[src/rtl/spi_master.sv]
// SPI master: one byte per transfer, MSB first, SPI mode and SPI clock rate set by parameters.
// Optional build macro SPI_MASTER_LOOPBACK_EN feeds o_SPI_MOSI back into the receive path in place of i_SPI_MISO.
module spi_master #(
    parameter int SPI_MODE          = 0,
    parameter int CLKS_PER_HALF_BIT = 2
) (
    input  logic       i_Rst_L,
    input  logic       i_Clk,
    input  logic [7:0] i_TX_Byte,
    input  logic       i_TX_DV,
    output logic       o_TX_Ready,
    output logic       o_RX_DV,
    output logic [7:0] o_RX_Byte,
    output logic       o_SPI_Clk,
    input  logic       i_SPI_MISO,
    output logic       o_SPI_MOSI
);

    localparam logic CPOL  = ((SPI_MODE >> 1) & 1) != 0;
    localparam logic CPHA  = (SPI_MODE & 1) != 0;
    localparam int   CNT_W = $clog2(CLKS_PER_HALF_BIT);
    localparam logic [CNT_W-1:0] HALF_LAST = CNT_W'(CLKS_PER_HALF_BIT - 1);

    typedef enum logic [1:0] {
        S_IDLE,
        S_XFER,
        S_DONE
    } state_t;

    state_t           r_state;
    logic             r_tx_ready;
    logic             r_rx_dv;
    logic [7:0]       r_rx_byte;
    logic [7:0]       r_tx_shift;
    logic [7:0]       r_rx_shift;
    logic             r_spi_clk;
    logic             r_mosi;
    logic [CNT_W-1:0] r_half_cnt;
    logic [3:0]       r_edge_cnt;

    logic w_miso;
    logic w_half_done;
    logic w_leading;
    logic w_sample;
    logic w_launch;

`ifdef SPI_MASTER_LOOPBACK_EN
    assign w_miso = r_mosi;
`else
    assign w_miso = i_SPI_MISO;
`endif

    // r_edge_cnt holds the number of edges already issued, so an even count means the next edge is leading.
    assign w_half_done = (r_half_cnt == HALF_LAST);
    assign w_leading   = (r_edge_cnt[0] == 1'b0);
    assign w_sample    = (r_edge_cnt[0] == CPHA);
    // With CPHA=0 bit 7 goes out at accept, so the last trailing edge launches nothing.
    assign w_launch    = CPHA ? w_leading : (!w_leading && (r_edge_cnt != 4'd15));

    // NOTE: every register here is state updated on the clock edge, so all assignments are non-blocking.
    always_ff @(posedge i_Clk) begin
        if (i_Rst_L) begin
            r_state    <= S_IDLE;
            r_tx_ready <= 1'b0;
            r_rx_dv    <= 1'b0;
            r_rx_byte  <= 8'h00;
            r_tx_shift <= 8'h00;
            r_rx_shift <= 8'h00;
            r_spi_clk  <= CPOL;
            r_mosi     <= 1'b0;
            r_half_cnt <= '0;
            r_edge_cnt <= 4'd0;
        end else begin
            r_rx_dv <= 1'b0;
            case (r_state)
                S_IDLE: begin
                    if (!r_tx_ready) begin
                        r_tx_ready <= 1'b1;
                    end else if (i_TX_DV) begin
                        r_tx_ready <= 1'b0;
                        r_state    <= S_XFER;
                        r_half_cnt <= '0;
                        r_edge_cnt <= 4'd0;
                        if (!CPHA) begin
                            r_mosi     <= i_TX_Byte[7];
                            r_tx_shift <= {i_TX_Byte[6:0], 1'b0};
                        end else begin
                            r_tx_shift <= i_TX_Byte;
                        end
                    end
                end
                S_XFER: begin
                    if (w_half_done) begin
                        r_half_cnt <= '0;
                        r_spi_clk  <= ~r_spi_clk;
                        r_edge_cnt <= r_edge_cnt + 4'd1;
                        if (w_sample) begin
                            r_rx_shift <= {r_rx_shift[6:0], w_miso};
                        end
                        if (w_launch) begin
                            r_mosi     <= r_tx_shift[7];
                            r_tx_shift <= {r_tx_shift[6:0], 1'b0};
                        end
                        if (r_edge_cnt == 4'd15) begin
                            r_state <= S_DONE;
                        end
                    end else begin
                        r_half_cnt <= r_half_cnt + 1'b1;
                    end
                end
                S_DONE: begin
                    r_rx_byte  <= r_rx_shift;
                    r_rx_dv    <= 1'b1;
                    r_tx_ready <= 1'b1;
                    r_state    <= S_IDLE;
                end
                default: begin
                    r_state <= S_IDLE;
                end
            endcase
        end
    end

    assign o_TX_Ready = r_tx_ready;
    assign o_RX_DV    = r_rx_dv;
    assign o_RX_Byte  = r_rx_byte;
    assign o_SPI_Clk  = r_spi_clk;
    assign o_SPI_MOSI = r_mosi;

endmodule

[config.mk]
export PLATFORM = sky130hd
export DESIGN_NAME = spi_master
export DESIGN_NICKNAME = d
export VERILOG_FILES = /design/src/rtl/spi_master.sv
export SDC_FILE = /design/constraint.sdc
export NUM_CORES = 1
export LEC_CHECK = 0
export ABC_AREA = 1
export CELL_PAD_IN_SITES_DETAIL_PLACEMENT = 1
export CELL_PAD_IN_SITES_GLOBAL_PLACEMENT = 1
export CORE_MARGIN = 2
export CORE_UTILIZATION = 35
export DETAILED_ROUTE_END_ITERATION = 6
export HOLD_SLACK_MARGIN = 0.03
export PLACE_DENSITY_LB_ADDON = 0.25
export SLEW_MARGIN = 20
export SYNTH_ARGS = -nofsm -noshare
export SYNTH_HDL_FRONTEND = slang
export SYNTH_SLANG_ARGS = --single-unit
export TNS_END_PERCENT = 20
[constraint.sdc]
create_clock -name i_Clk -period 1.4 [get_ports i_Clk]
set_clock_uncertainty 0.05 [all_clocks]
set_input_delay 0.14 -clock i_Clk [delete_from_list [all_inputs] [get_ports i_Clk]]
set_output_delay 0.14 -clock i_Clk [all_outputs]
set_load 0.005 [all_outputs]
==> results <==
==> flip-flops by register name, summed over array words and instances, names as in the netlist <==
name and cells:
o_SPI_MOSI 1, r_tx_shift 7, o_SPI_Clk 1, r_edge_cnt 4, o_RX_Byte 8, r_rx_shift 8, o_TX_Ready 1, o_RX_DV 1
r_half_cnt 1, r_state 2
==> cell families (layout without fill, tap and decap cells) <==
family	after synthesis	count (layout)	share of synthesized area
AO/OA/AOI/OAI	26	26	0.0941
XOR/XNOR	1	1	0.00568
adder cells (fa/ha/maj)	1	1	0.00811
buffers and inverters	23	67	0.0754
flip-flops	34	34	0.441
AND/OR/NAND/NOR	112	112	0.376
==> synthesized netlist by cell type, drive strengths merged <==
master,instances,area share
inv,19,0.048
o21ai,17,0.055
and3,1,0.0041
buf,3,0.025
nand3,18,0.089
clkbuf,1,0.0024
nand2,39,0.13
dfxtp,34,0.44
a21oi,6,0.024
a211oi,1,0.0049
nor2,54,0.15
ha,1,0.0081
xor2,1,0.0057
o21a,1,0.0049
o211ai,1,0.0049
==> through the flow <==
stage | power (W) | util | hold WS (ns)
floorplan | 0.00144 | - | 0.152
global placement | 0.00158 | 0.449 | 0.415
detailed placement | 0.00159 | 0.449 | 0.413
CTS | 0.00273 | 0.483 | 0.383
global route | 0.00284 | 0.487 | 0.414
finish | 0.00270 | 0.487 | 0.391
==> worst min-delay path, stage by stage <==
cell and delay [ns]:
clkdlybuf4s50_1 0.39, nor2_1 0.10, nor2_1 0.05
==> worst min path at each step <==
| stage | cells past startpoint | slack [ns] | endpoint |
|---|---|---|---|
| floorplan | 1 | 0.15 | r_edge_cnt[0]$_SDFFE_PP0P_ |
| global placement | 2 | 0.42 | r_tx_shift[1]$_SDFFE_PP0P_ |
| detailed placement | 2 | 0.41 | r_tx_shift[1]$_SDFFE_PP0P_ |
| CTS | 3 | 0.38 | r_rx_shift[0]$_SDFFE_PP0P_ |
| global route | 3 | 0.41 | r_tx_shift[1]$_SDFFE_PP0P_ |
| finish | 3 | 0.39 | r_rx_shift[0]$_SDFFE_PP0P_ |
==> metal layers <==
layer  GRT usage  vias up  share of wire
met2       0.249       12           0.49
met4      0.0577        0          0.013
met5           0        -              0
li1            -      706              -
met1       0.195      632           0.47
met3      0.0303        5          0.024
==> area by class of cell <==
type / count / area (um2)
Fill cell: 529 / 2200
Inverter: 19 / 76.3
Multi-Input combinational cell: 140 / 762
Timing Repair Buffer: 40 / 358
Clock buffer: 6 / 82.6
Tap cell: 52 / 65.1
Clock inverter: 2 / 60.1
Sequential cell: 34 / 686
==> power groups by stage <==
stage / registers [W] / clock network (W) / logic [W]
finish: 0.00109 / 0.00112 / 0.000484
global route: 0.00110 / 0.00119 / 0.000548
CTS: 0.00109 / 0.00115 / 0.000487
detailed placement: 0.00111 / 0 / 0.000481
global placement: 0.00111 / 0 / 0.000471
floorplan: 0.00110 / 0 / 0.000348
==> flow_summary_export.csv <==
group,metric,value,unit
run_status,status,"completed",
timing,finalHoldViolations,0,
logic_synthesis,syn-num-nets,210,
logic_synthesis,ys_seq_area_frac,0.441,
min_path,worstHoldStart,"i_SPI_MISO",
die,die_w,70.4,um
critical_path,start_kind,"flop",
pwr,power_leakage,0.916,nW
logic_synthesis,netlist_area,1540,um2
detailed_routing,vias,1355,
timing,slew-limit-headroom,0.823,
placed_design,dpl-instance-area,1930,um2
layout,instances_no_fill,293,
layout,final_common_cell,"nor2_1",
logic_synthesis,synth_seq_cells,34,
cts,clock_path_buffers,2,
timing,drv_slew,0,
placed_design,place_ws,-0.0419,ns
critical_path,crit_family,"buffers and inverters",
pwr,power_density,1290,nW/um2
layout,final_area,2090,um2
die,rows,24,
cts,clk_latency,0.28,ns
die,die_h,70.4,um
placed_design,hpwl,2590,um
detailed_routing,viasPerCell,4.62,
layout,layout-drive-gt1-share,0.270,
global_route,antenna_found_initial,0,
logic_synthesis,synth_area_per_cell,7.83,um2
layout,nets,253,
critical_path,critical_path_buf_inv_count,1,
die,io_pins,24,
critical_path,critPathKind,"flop to primary output",
timing,tightest_slew,0.265,ns
logic_synthesis,yosysUniqueCellTypes,27,
cts,h-tree-depth,2,
cts,cts_root_buf,"clkbuf_8",
timing,setup_slack,0.0713,ns
critical_path,path_max_fanout,3,
cts,clkTransAtPathRegs,0.07,ns
cts,clock-sinks,34,
placed_design,port_buffers,23,
detailed_routing,drtPass1Iterations,4,
global_route,grt_max_degree,17,
logic_synthesis,yosys_warnings,0,
pwr,share_seq_of_total_power,0.405,
pwr,p_sw,0.000687,W
timing,setup_viol,0,
critical_path,rr_endpoint,"r_tx_shift[6]$_SDFFE_PP0P_",
layout,num_antenna_cells,0,
cts,cts_buffers,5,
detailed_routing,drc,0,
timing,rsz0062_at_grt,"no",
critical_path,crit_path_max_incr_delay,0.50,ns
run,cap_violations,0,
global_route,grt-ovfl-total,0,
critical_path,cp-endpoint,"o_TX_Ready",
detailed_routing,avgRoutedWirePerCell,11.8,um
placed_design,gp_congestion,0.768,
critical_path,cp_num_cells,1,
critical_path,r2r_start,"r_edge_cnt[0]$_SDFFE_PP0P_",
die,start_util,0.359,
global_route,grt_pass1_vias,1356,
cts,cts_hold_buf,0,
cts,post-cts-setup-buffer-count,0,
detailed_routing,final_antenna_net_count,0,
timing,fin_crit,1.33,ns
die,die-area,4950,um2
critical_path,cp.arrival,1.14,ns
critical_path,rr_worst_depth,8,
detailed_routing,wl,3460,um
die,core_area,4290,um2
detailed_routing,dr.first_iter.drc_count,79,
cts,cts_tree,"built",
pwr,p_int,0.00201,W
critical_path,worstPathRequired,1.21,ns
critical_path,rrSetupSlack,0.09,ns
global_route,grt_use_total,0.152,
critical_path,end_kind,"primary output",
timing,final.setup.tns,0,ns
logic_synthesis,synth_cells,197,
placed_design,dp_cells,285,
min_path,hold_class,"input pin to flop",
timing,period_share,0.949,
pwr,p_comb_frac,0.180,
cts,cts_resized,0,
critical_path,worstPathCellList,"clkdlybuf4s50_1",
timing,fmax,753,MHz
layout,area_growth,35.4,%
critical_path,startpoint,"o_TX_Ready$_SDFFE_PP0P_",
pwr,swShare,0.255,
layout,layout_common_cells,"44 x nor2_1, 30 x dfxtp_1, 28 x nand2_1",
pwr,peakVddDrop,0.707,mV
critical_path,crit_path_top_delay_cell,"clkdlybuf4s50_1",
pwr,p_clk_frac,0.416,
global_route,grt_pass1_wl,6000,um
Note: power is estimated with default switching activity, not from simulation.
